$ cat config.mk
export PLATFORM = sky130hd
export DESIGN_NAME = argon_regfile_sequencer_flat
export DESIGN_NICKNAME = d
export VERILOG_FILES = /design/src/rtl/argon_regfile_sequencer_if.sv /design/src/rtl/argon_regfile_sequencer.sv /design/src/flat_wrapper.sv
export SDC_FILE = /design/constraint.sdc
export NUM_CORES = 1
export LEC_CHECK = 0
export ABC_AREA = 1
export CAP_MARGIN = 20
export CORE_MARGIN = 4
export CORE_UTILIZATION = 40
export DETAILED_ROUTE_END_ITERATION = 6
export DONT_BUFFER_PORTS = 1
export SKIP_LAST_GASP = 1
export SLEW_MARGIN = 0
export SYNTH_ARGS = -nofsm -noshare
export SYNTH_HDL_FRONTEND = slang
export SYNTH_SLANG_ARGS = --single-unit
$ cat constraint.sdc
create_clock -name i_Clk -period 7.12 [get_ports i_Clk]
set_input_delay 0.356 -clock i_Clk [delete_from_list [all_inputs] [get_ports i_Clk]]
set_output_delay 0.356 -clock i_Clk [all_outputs]
set_load 0.01 [all_outputs]
$ cat src/rtl/argon_regfile_sequencer_if.sv
// ============================================================================
// Module      : argon_regfile_sequencer_if
// Description : Decode-side request and register-file bus signals of the
//               argon register-file sequencer, named from the sequencer's side.
// Revision    : 1.0  initial release
// ============================================================================
`default_nettype none

interface argon_regfile_sequencer_if #(
    parameter int DATA_W = 16,
    parameter int IDX_W  = 4
);
    logic              i_start;
    logic [IDX_W-1:0]  i_rd;
    logic [IDX_W-1:0]  i_rs1;
    logic [IDX_W-1:0]  i_rs2;
    logic [2:0]        i_op;
    logic [DATA_W-1:0] i_bus;
    logic [DATA_W-1:0] o_bus;
    logic              o_bus_drive;
    logic              o_selectLatch;
    logic              o_outputA;
    logic              o_outputB;
    logic              o_latchC;
    logic              o_busy;
    logic              o_done;
    logic [DATA_W-1:0] o_result;
    logic              o_zero;
    logic              o_carry;

    // Sequencer side
    modport slave (
        input  i_start, i_rd, i_rs1, i_rs2, i_op, i_bus,
        output o_bus, o_bus_drive, o_selectLatch, o_outputA, o_outputB,
               o_latchC, o_busy, o_done, o_result, o_zero, o_carry
    );

    // Decode / bus-environment side
    modport master (
        output i_start, i_rd, i_rs1, i_rs2, i_op, i_bus,
        input  o_bus, o_bus_drive, o_selectLatch, o_outputA, o_outputB,
               o_latchC, o_busy, o_done, o_result, o_zero, o_carry
    );
endinterface

`default_nettype wire

$ cat src/rtl/argon_regfile_sequencer.sv
// ============================================================================
// Module      : argon_regfile_sequencer
// Description : Seven-state micro-sequencer running rd <- rs1 OP rs2 over the
//               register file's select/readA/readB/writeC bus protocol.
// Revision    : 1.0  initial release
// ============================================================================
`default_nettype none

module argon_regfile_sequencer #(
    parameter int DATA_W = 16,
    parameter int IDX_W  = 4
) (
    input  wire logic                  i_Clk,
    input  wire logic                  i_Reset,
    argon_regfile_sequencer_if.slave   io_seq
);

    localparam int       c_SHW     = $clog2(DATA_W);
    localparam int       c_IDX_PAD = DATA_W - 3 * IDX_W;
    localparam logic [2:0] c_OP_ADD  = 3'd0;
    localparam logic [2:0] c_OP_SUB  = 3'd1;
    localparam logic [2:0] c_OP_AND  = 3'd2;
    localparam logic [2:0] c_OP_OR   = 3'd3;
    localparam logic [2:0] c_OP_XOR  = 3'd4;
    localparam logic [2:0] c_OP_SHL  = 3'd5;
    localparam logic [2:0] c_OP_SHR  = 3'd6;
    localparam logic [2:0] c_OP_PASS = 3'd7;

    typedef enum logic [2:0] {
        S_IDLE = 3'd0,
        S_SEL  = 3'd1,
        S_RDA  = 3'd2,
        S_RDB  = 3'd3,
        S_CAPB = 3'd4,
        S_EXEC = 3'd5,
        S_WB   = 3'd6
    } state_t;

    state_t            r_state;
    state_t            w_next_state;

    logic [IDX_W-1:0]  r_rd;
    logic [IDX_W-1:0]  r_rs1;
    logic [IDX_W-1:0]  r_rs2;
    logic [2:0]        r_op;
    logic [DATA_W-1:0] r_opA;
    logic [DATA_W-1:0] r_opB;
    logic [DATA_W-1:0] r_result;
    logic              r_zero;
    logic              r_carry;
    logic              r_done;

    logic              w_sel;
    logic              w_outA;
    logic              w_outB;
    logic              w_latchC;
    logic              w_drive;
    logic [DATA_W-1:0] w_bus;
    logic [DATA_W-1:0] w_idx_word;

    logic [DATA_W:0]   w_sum;
    logic [DATA_W-1:0] w_alu_res;
    logic              w_alu_carry;

    assign w_idx_word = {{c_IDX_PAD{1'b0}}, r_rd, r_rs2, r_rs1};

    // ------------------------------------------------------------------
    // State register
    // ------------------------------------------------------------------
    always_ff @(posedge i_Clk or posedge i_Reset) begin
        if (i_Reset) begin
            r_state <= S_IDLE;
        end else begin
            r_state <= w_next_state;
        end
    end

    // ------------------------------------------------------------------
    // Next state and Moore-decoded bus strobes
    // ------------------------------------------------------------------
    always_comb begin
        w_next_state = r_state;
        w_sel        = 1'b0;
        w_outA       = 1'b0;
        w_outB       = 1'b0;
        w_latchC     = 1'b0;
        w_drive      = 1'b0;
        w_bus        = '0;
        case (r_state)
            S_IDLE: begin
                if (io_seq.i_start) begin
                    w_next_state = S_SEL;
                end
            end
            S_SEL: begin
                w_sel        = 1'b1;
                w_drive      = 1'b1;
                w_bus        = w_idx_word;
                w_next_state = S_RDA;
            end
            S_RDA: begin
                w_outA       = 1'b1;
                w_next_state = S_RDB;
            end
            S_RDB: begin
                w_outB       = 1'b1;
                w_next_state = S_CAPB;
            end
            S_CAPB: begin
                w_next_state = S_EXEC;
            end
            S_EXEC: begin
                w_next_state = S_WB;
            end
            S_WB: begin
                w_latchC     = 1'b1;
                w_drive      = 1'b1;
                w_bus        = r_result;
                w_next_state = S_IDLE;
            end
            default: begin
                w_next_state = S_IDLE;
            end
        endcase
    end

    // ------------------------------------------------------------------
    // ALU
    // ------------------------------------------------------------------
    assign w_sum = {1'b0, r_opA} + {1'b0, r_opB};

    always_comb begin
        w_alu_res   = '0;
        w_alu_carry = 1'b0;
        case (r_op)
            c_OP_ADD: begin
                w_alu_res   = w_sum[DATA_W-1:0];
                w_alu_carry = w_sum[DATA_W];
            end
            c_OP_SUB: begin
                w_alu_res   = r_opA - r_opB;
                w_alu_carry = (r_opA < r_opB);
            end
            c_OP_AND:  w_alu_res = r_opA & r_opB;
            c_OP_OR:   w_alu_res = r_opA | r_opB;
            c_OP_XOR:  w_alu_res = r_opA ^ r_opB;
            c_OP_SHL:  w_alu_res = r_opA << r_opB[c_SHW-1:0];
            c_OP_SHR:  w_alu_res = r_opA >> r_opB[c_SHW-1:0];
            c_OP_PASS: w_alu_res = r_opA;
            default:   w_alu_res = '0;
        endcase
    end

    // ------------------------------------------------------------------
    // Datapath registers
    // ------------------------------------------------------------------
    always_ff @(posedge i_Clk or posedge i_Reset) begin
        if (i_Reset) begin
            r_rd     <= '0;
            r_rs1    <= '0;
            r_rs2    <= '0;
            r_op     <= '0;
            r_opA    <= '0;
            r_opB    <= '0;
            r_result <= '0;
            r_zero   <= 1'b0;
            r_carry  <= 1'b0;
            r_done   <= 1'b0;
        end else begin
            r_done <= (r_state == S_WB);
            if ((r_state == S_IDLE) && io_seq.i_start) begin
                r_rd  <= io_seq.i_rd;
                r_rs1 <= io_seq.i_rs1;
                r_rs2 <= io_seq.i_rs2;
                r_op  <= io_seq.i_op;
            end
            // Register-file read data lags its strobe by one cycle
            if (r_state == S_RDB) begin
                r_opA <= io_seq.i_bus;
            end
            if (r_state == S_CAPB) begin
                r_opB <= io_seq.i_bus;
            end
            if (r_state == S_EXEC) begin
                r_result <= w_alu_res;
                r_zero   <= (w_alu_res == '0);
                r_carry  <= w_alu_carry;
            end
        end
    end

    assign io_seq.o_bus         = w_bus;
    assign io_seq.o_bus_drive   = w_drive;
    assign io_seq.o_selectLatch = w_sel;
    assign io_seq.o_outputA     = w_outA;
    assign io_seq.o_outputB     = w_outB;
    assign io_seq.o_latchC      = w_latchC;
    assign io_seq.o_busy        = (r_state != S_IDLE);
    assign io_seq.o_done        = r_done;
    assign io_seq.o_result      = r_result;
    assign io_seq.o_zero        = r_zero;
    assign io_seq.o_carry       = r_carry;

endmodule

`default_nettype wire

$ cat src/flat_wrapper.sv
// flat-port wrapper written by rule: the top's interface ports become plain ports
module argon_regfile_sequencer_flat 
#(
    parameter int DATA_W = 16,
    parameter int IDX_W  = 4
)
  (i_Clk, i_Reset, io_seq_i_start, io_seq_i_rd, io_seq_i_rs1, io_seq_i_rs2, io_seq_i_op, io_seq_i_bus, io_seq_o_bus, io_seq_o_bus_drive, io_seq_o_selectLatch, io_seq_o_outputA, io_seq_o_outputB, io_seq_o_latchC, io_seq_o_busy, io_seq_o_done, io_seq_o_result, io_seq_o_zero, io_seq_o_carry);
  argon_regfile_sequencer_if #(.DATA_W(DATA_W), .IDX_W(IDX_W)) io_seq_i ();
  input  wire logic i_Clk;
  input  wire logic i_Reset;
  input wire logic [$bits(io_seq_i.i_start)-1:0] io_seq_i_start;
  input wire logic [$bits(io_seq_i.i_rd)-1:0] io_seq_i_rd;
  input wire logic [$bits(io_seq_i.i_rs1)-1:0] io_seq_i_rs1;
  input wire logic [$bits(io_seq_i.i_rs2)-1:0] io_seq_i_rs2;
  input wire logic [$bits(io_seq_i.i_op)-1:0] io_seq_i_op;
  input wire logic [$bits(io_seq_i.i_bus)-1:0] io_seq_i_bus;
  output wire logic [$bits(io_seq_i.o_bus)-1:0] io_seq_o_bus;
  output wire logic [$bits(io_seq_i.o_bus_drive)-1:0] io_seq_o_bus_drive;
  output wire logic [$bits(io_seq_i.o_selectLatch)-1:0] io_seq_o_selectLatch;
  output wire logic [$bits(io_seq_i.o_outputA)-1:0] io_seq_o_outputA;
  output wire logic [$bits(io_seq_i.o_outputB)-1:0] io_seq_o_outputB;
  output wire logic [$bits(io_seq_i.o_latchC)-1:0] io_seq_o_latchC;
  output wire logic [$bits(io_seq_i.o_busy)-1:0] io_seq_o_busy;
  output wire logic [$bits(io_seq_i.o_done)-1:0] io_seq_o_done;
  output wire logic [$bits(io_seq_i.o_result)-1:0] io_seq_o_result;
  output wire logic [$bits(io_seq_i.o_zero)-1:0] io_seq_o_zero;
  output wire logic [$bits(io_seq_i.o_carry)-1:0] io_seq_o_carry;
  assign io_seq_i.i_start = io_seq_i_start;
  assign io_seq_i.i_rd = io_seq_i_rd;
  assign io_seq_i.i_rs1 = io_seq_i_rs1;
  assign io_seq_i.i_rs2 = io_seq_i_rs2;
  assign io_seq_i.i_op = io_seq_i_op;
  assign io_seq_i.i_bus = io_seq_i_bus;
  assign io_seq_o_bus = io_seq_i.o_bus;
  assign io_seq_o_bus_drive = io_seq_i.o_bus_drive;
  assign io_seq_o_selectLatch = io_seq_i.o_selectLatch;
  assign io_seq_o_outputA = io_seq_i.o_outputA;
  assign io_seq_o_outputB = io_seq_i.o_outputB;
  assign io_seq_o_latchC = io_seq_i.o_latchC;
  assign io_seq_o_busy = io_seq_i.o_busy;
  assign io_seq_o_done = io_seq_i.o_done;
  assign io_seq_o_result = io_seq_i.o_result;
  assign io_seq_o_zero = io_seq_i.o_zero;
  assign io_seq_o_carry = io_seq_i.o_carry;
  argon_regfile_sequencer #(.DATA_W(DATA_W), .IDX_W(IDX_W)) u_core (.i_Clk(i_Clk), .i_Reset(i_Reset), .io_seq(io_seq_i));
endmodule
==> summary.md, run 1 <==
| Metric | Value |
|---|---|
| Status | `finished clean` |
| Critical R2R Capture | `u_core.io_seq.o_zero` |
| Delay of the slowest critical-path stage | `920 ps` |
| Min-delay src | `io_seq_i_bus[12]` |
| Drt drc | `0` |
| Synth area leaders | `dfrtp_1, nand2_1, nand3_1, ha_1, nor2_1` |
| Syn nets | `1,227` |
| Avg WL per Cell | `18.6 um` |
| Dominant cell by count in the synthesized netlist | `nand2_1` |
| Global placer's final weighted congestion | `0.988` |
| EDFF count, synth | `0` |
| Max-cap violation count | `0` |
| Clock Skew | `10.4 ps` |
| Inserted Diodes | `0` |
| CP startpoint kind | `register` |
| Pre-antenna DRT Iters | `5` |
| Worst-path clk slew | `60 ps` |
| Ys flop type | `dfrtp_1` |
| GRT overflow | `0` |
| Worst Reg-to-Reg Cells | `14` |
| Crit path cell chain | `inv_1 > ha_1 > a21oi_1 > nand2_1 > nand2_1 > nand2_1 > xor2_1 > nand2_1 > nand3_1 > nor2_1 > nand3_1 > nor2_1 > nand2_1 > nand2_1` |
| Slew Limit Fails | `0` |
| Post-CTS Hold Fix Bufs | `0` |
| Area leader, netlist | `dfrtp_1` |
| Kind of cell adding the most delay to the critical path | `simple AND/OR/NAND/NOR gates` |
| Synth Cell Area | `6940 um2` |
| P&R area growth vs syn | `4.87%` |
| Crit end category | `register` |
| Post-CTS resize count | `0` |
| Core Region | `16,800 um2` |
| Cell depth of the worst hold path | `2` |
| Worst Path Buf+Inv | `1` |
| PortBufs | `0` |
| Detailed Route WL | `24.8 mm` |
| Top-area cell type share of the netlist area | `0.249` |
| Initial antenna violation count | `0` |
| Reg2reg start | `u_core.r_opB[2]` |
| Die Footprint | `19,500 um2` |
| CTS buffer count | `9` |
| Nets | `1,194` |
| Max Root-Sink Buffers | `2` |
| Fill count | `1,860` |
| Min-delay worst type | `primary input to register` |
| Clk sinks | `69` |
| DRT iter0 DRCs | `833` |
| Largest net degree at the start of global routing | `70` |
| Slew margin rel. | `0.309` |
| Critical path fanouts, max | `33` |
| R2R Setup Slk | `3300 ps` |
| Synth warn | `0` |
| Vias in the first global route | `6,976` |
| Critical Path AT | `4110 ps` |
| Initial Utilization | `0.413` |
| CTS tree | `built` |
| Ys async rst share | `1.00` |
| Final setup viols | `0` |
| Setup Buffers After CTS | `0` |
| Final ANT Viol Nets | `0` |
| GRT Util Overall | `0.253` |
| Final Util | `0.433` |
| Most used cell, CP | `nand2_1` |
| DP HPWL | `19.4 mm` |
| Period utilization | `0.537` |
| H-tree Lvls | `3` |
| Die width | `140 um` |
| Distinct cells, synth | `37` |
| Maximum clock frequency | `262 MHz` |
| Post-synthesis area per instance | `6.08 um2` |
| Chip Height | `140 um` |
| Global-route wire length before repair | `39.6 mm` |
| Worst path required time | `7410 ps` |
| Sequential area share after synthesis | `0.249` |
| Post-synth top cells | `nand2_1, nand3_1, nor2_1, inv_1, a21oi_1` |
| Final setup TNS | `0 ps` |
| Vias/cell | `5.48` |
| Synthesized instance count | `1,142` |
| Setup CP Type | `register to register` |
| Fraction of layout cells with a size suffix above 1 | `0.0449` |
| Yosys reg bits | `69` |
| Worst Hold End | `u_core.r_opA[12]` |
| Fin. Hold Viols | `0` |
| Fin crit period | `3820 ps` |
| Critical-path top delay cell | `dfrtp_1` |
| Root buf cell | `clkbuf_16` |
| Worst skew pair latency | `350 ps` |
| Via count | `7,314` |
| Worst Tran Pin Value | `1030 ps` |
| Row cnt | `47` |
| Top Ports | `75` |
| Unrepaired setup endpoints after global routing | `false` |
## through the flow
| step | hold slack, ps | cell area (um2) | instances | setup slack [ps] |
|---|---|---|---|---|
| after global routing | 130 | 7280 | 1334 | 2920 |
| after global placement | 480 | 6980 | 1318 | 3490 |
| after floorplan | 477 | 6940 | 1142 | 4820 |
| final | 127 | 7280 | 1334 | 3300 |
| after detailed placement | 485 | 6980 | 1318 | 3420 |
| after CTS | 120 | 7280 | 1334 | 3370 |
## flip-flops by register name (all words and copies together), names as in the netlist
register                cells
u_core.io_seq.o_result     16
u_core.r_opA               16
u_core.r_opB               16
u_core.r_rd                 4
u_core.r_rs1                4
u_core.r_rs2                4
u_core.r_op                 3
u_core.r_state              3
u_core.io_seq.o_carry       1
u_core.io_seq.o_done        1
u_core.io_seq.o_zero        1
## metal layers
layer	wire length (um)	GRT usage	vias to the layer above	share of wire
met5	0	0	-	0
met3	1510	0.0326	56	0.061
li1	-	-	3604	-
met4	889	0.0928	0	0.036
met2	11200	0.405	277	0.45
met1	11100	0.350	3377	0.45
## worst max path at each step
stage                                       end  slack [ps]             from  depth (start not counted)
after floorplan           u_core.io_seq.o_carry        4820  u_core.r_opB[2]                         17
after global placement     u_core.io_seq.o_zero        3490  u_core.r_opB[2]                         17
after detailed placement   u_core.io_seq.o_zero        3420  u_core.r_opB[2]                         14
after CTS                  u_core.io_seq.o_zero        3370  u_core.r_opB[2]                         14
after global routing       u_core.io_seq.o_zero        2920  u_core.r_opB[2]                         17
final                      u_core.io_seq.o_zero        3300  u_core.r_opB[2]                         14
## logic make-up (layout without fill, tap and decap cells)
kind of cell | Yosys count | after routing | synth area share
buffers and inverters | 192 | 164 | 0.118
adders and majority gates | 51 | 51 | 0.0941
DFF | 69 | 69 | 0.249
AOI/OAI and AO/OA | 158 | 158 | 0.122
and+or+nand+nor | 668 | 668 | 0.412
xor gates and xnor gates | 4 | 4 | 0.00505
## cells in the final DEF, fill, tap and decap left out, types with 14 or more instances in the layout
master and n:
nand2_1 317, a21oi_1 72, o22ai_1 14, dfrtp_1 69, nand4_1 14, ha_1 49
nand3_1 158, nor2_1 144, o21ai_0 58, inv_1 136
## area by class of cell
cell class / instances / area [um2] / share of cell area
clock buffer: 9 / 225 / 0.0310
clock inverter: 7 / 75.1 / 0.0103
inverter: 143 / 539 / 0.0741
multi-input combinational: 881 / 4400 / 0.604
sequential: 69 / 1730 / 0.237
tap: 220 / 275 / 0.0378
timing repair buffer: 5 / 37.5 / 0.00516
Power of run 1 is left out: the tool's default activity adds up to more than one toggle a clock period on the data nets, which glitch-free logic cannot reach.
==> run 2, diff against run 1 <==
ABC_AREA = 0   (was 1)
clock period = 3.9 ns   (was 7.12 ns; I/O delays follow)
==> run 2 against run 1 <==
  * Non-clock buffer count up 53
  * Register-to-register slack worse by 3000 ps
  * Via count down 12%
  * Clock skew down 0.81 ps
  * Global-route usage down 0.76 points
  * Flip-flop and latch count unchanged
  * Sequential share of layout area down 0.89 points
  * Routed wire length down 9.2%
  * Worst hold slack worse by 120 ps
  * First-iteration DRC count down 28%
  * Largest cell class unchanged
==> summary.md, run 2 <==
| Metric | Value |
|---|---|
| Status | `finished clean` |
| Via count | `6,457 (-12%)` |
| Slew Limit Fails | `0 (unchanged)` |
| Top-area cell type share of the netlist area | `0.258 (+0.00912)` |
| Unrepaired setup endpoints after global routing | `false` |
| Final ANT Viol Nets | `0 (unchanged)` |
| Largest net degree at the start of global routing | `51 (-27%)` |
| Crit path cell chain | `inv_1 > ha_1 > inv_1 > fa_1 > nor2b_1 > o21a_2 > nor3_1 > a21oi_1 > xnor2_1 > a2111oi_0 > and4b_1 > and3_1 > a41o_1` |
| Critical Path AT | `3910 ps (-200 ps)` |
| CTS buffer count | `9 (unchanged)` |
| EDFF count, synth | `0 (unchanged)` |
| Global placer's final weighted congestion | `0.985 (-0.30%)` |
| P&R area growth vs syn | `13.0%` |
| CTS tree | `built` |
| Die width | `137 um (-1.7%)` |
| Post-synthesis area per instance | `8.29 um2 (+37%)` |
| Min-delay worst type | `primary input to register` |
| Worst-path clk slew | `70 ps (about the same)` |
| CP startpoint kind | `register` |
| Initial Utilization | `0.406 (-0.00605)` |
| Synth area leaders | `dfrtp_1, ha_1, o21ai_0, nand2_1, mux2_2` |
| Worst Tran Pin Value | `944 ps (-90.1 ps)` |
| PortBufs | `0 (unchanged)` |
| GRT Util Overall | `0.246 (-0.00762)` |
| Critical R2R Capture | `u_core.io_seq.o_zero` |
| Launch point of the worst path | `u_core.r_opA[0]` |
| Nets | `904 (-24%)` |
| Worst path required time | `4190 ps (-3220 ps)` |
| Core Region | `16,500 um2 (-2.1%)` |
| Setup Buffers After CTS | `0 (unchanged)` |
| Worst Setup EP | `u_core.io_seq.o_zero` |
| Slew margin rel. | `0.354 (+0.0455)` |
| Most frequent cells in the layout | `nand2_1, o21ai_0, dfrtp_1` |
| Fin. Hold Viols | `0 (unchanged)` |
| Setup CP Type | `register to register` |
| Maximum clock frequency | `277 MHz (+5.7%)` |
| Fin crit period | `3620 ps (-207 ps)` |
| Synth warn | `0 (unchanged)` |
| Clock Skew | `9.62 ps (-0.809 ps)` |
| Row cnt | `47 (unchanged)` |
| Vias in the first global route | `6,165 (-12%)` |
| Max Root-Sink Buffers | `2 (unchanged)` |
| Worst skew pair latency | `350 ps (about the same)` |
| Post-CTS resize count | `0 (unchanged)` |
| Fill count | `1,643 (-12%)` |
| Post-synth top cells | `nand2_1, o21ai_0, dfrtp_1, inv_1, ha_1` |
| Period utilization | `0.927 (+0.390)` |
| Vias/cell | `6.18 (+13%)` |
| GRT overflow | `0 (unchanged)` |
| DP HPWL | `17.0 mm (-12%)` |
| Sequential area share after synthesis | `0.258 (+0.00912)` |
| Commonest non-fill, non-tap cell in the layout | `nand2_1` |
| Fraction of layout cells with a size suffix above 1 | `0.124 (+0.0789)` |
| Max-cap violation count | `0 (unchanged)` |
| Distinct cells, synth | `80 (+120%)` |
| H-tree Lvls | `3 (unchanged)` |
| Clk sinks | `69 (unchanged)` |
| Final Util | `0.459 (+0.0265)` |
| Syn nets | `892 (-27%)` |
| Final setup viols | `0 (unchanged)` |
| Synth Cell Area | `6690 um2 (-3.5%)` |
| Most used cell, CP | `inv_1` |
| Inserted Diodes | `0 (unchanged)` |
| Dominant cell by count in the synthesized netlist | `nand2_1` |
| Pre-antenna DRT Iters | `5 (unchanged)` |
| Critical path fanouts, max | `5 (-85%)` |
| Area leader, netlist | `dfrtp_1` |
| Reg area | `1730 um2 (unchanged)` |
| Ys flop type | `dfrtp_1` |
| Worst Reg-to-Reg Cells | `13 (-1)` |
| Area of the multi-input gates | `4460 um2 (+1.5%)` |
| Ys async rst share | `1.00 (unchanged)` |
| Yosys reg bits | `69 (unchanged)` |
| Avg WL per Cell | `21.5 um (+16%)` |
| DRT iter0 DRCs | `602 (-28%)` |
| Critical-path top delay cell | `a2111oi_0` |
| Initial antenna violation count | `0 (unchanged)` |
| Root buf cell | `clkbuf_16` |
| Detailed Route WL | `22.5 mm (-9.2%)` |
| Synthesized instance count | `807 (-29%)` |
| Crit end category | `register` |
| Delay of the slowest critical-path stage | `860 ps (-60 ps)` |
| Drt drc | `0 (unchanged)` |
| R2R Setup Slk | `280 ps (-3010 ps)` |
| Die Footprint | `18,900 um2 (-3.3%)` |
| Final setup TNS | `0 ps (unchanged)` |
| Top Ports | `75 (unchanged)` |
| Chip Height | `137 um (-1.7%)` |
| Reg2reg start | `u_core.r_opA[0]` |
| Global-route wire length before repair | `35.3 mm (-11%)` |
## run 2: changes by cell type after synthesis, moves of 25 or more
cell     previous run  this run
nand3_1           158        13
nor2_1            144        48
nand2_1           317        94
inv_1             137        51
mux2_2              0        30
a21oi_1            72        47
## run 2: cell families after synthesis
group	count (synthesis)	share of synthesized area
xor+xnor	13	0.0170
simple gates	241	0.172
flops	69	0.258
compound gates	256	0.250
fa+ha+maj	51	0.0976
mux	66	0.130
buf+inv	111	0.0759
## run 2: final cells by class
cell class                      count  area share
Clock inverter                      7      0.0161
Timing Repair Buffer               58      0.0722
Clock buffer                        9      0.0298
Multi-Input combinational cell    627       0.590
Sequential cell                    69       0.228
Inverter                           54      0.0268
Tap cell                          220      0.0364
## run 2: metal layers
metal | global-route usage | share of wire | wire length (um) | vias up
met3 | 0.0464 | 0.090 | 2020 | 67
li1 | - | - | - | 2957
met5 | 0 | 0 | 0 | -
met2 | 0.371 | 0.43 | 9650 | 331
met4 | 0.109 | 0.037 | 831 | 0
met1 | 0.341 | 0.44 | 9980 | 3102
## run 2: timing repair
| item | 4_1_cts | 5_1_grt |
|---|---|---|
| hold buffers | 30 | 1 |
| setup endpoints to repair | 0 | 0 |
| endpoints found under the hold margin | 46 | 16 |
## run 2: per-stage QoR
stage / hold WS (ps) / cell area (um2) / setup WS, ps / cells
after global placement: 313 / 6850 / 349 / 994
after floorplan: 312 / 6690 / 638 / 807
after global routing: 14.6 / 7560 / 44.4 / 1044
after CTS: 0.162 / 7490 / 352 / 1040
after detailed placement: 320 / 6850 / 369 / 994
final: 11.4 / 7560 / 284 / 1044
## run 2: worst min path at each step
stage | start | to | slack [ps] | cells past startpoint
final | io_seq_i_rs2[0] | u_core.r_rs2[0] | 10 | 1
after global routing | io_seq_i_rs2[0] | u_core.r_rs2[0] | 10 | 1
after CTS | i_Reset | u_core.r_state[0] | 0.2 | 1
after detailed placement | io_seq_i_bus[14] | u_core.r_opB[14] | 320 | 2
after global placement | io_seq_i_bus[4] | u_core.r_opB[4] | 310 | 2
after floorplan | io_seq_i_bus[0] | u_core.r_opA[0] | 310 | 2
## run 2: critical path, delay by kind of cell, from the launching register on
kind                     cells  cell delay (ps)
adder cells (fa/ha/maj)      2              660
AO/OA/AOI/OAI                4             1380
AND/OR/NAND/NOR              4              760
buffers and inverters        2              200
XOR/XNOR                     1              150
flip-flops                   1              420
Power of run 2 is left out for the same reason.
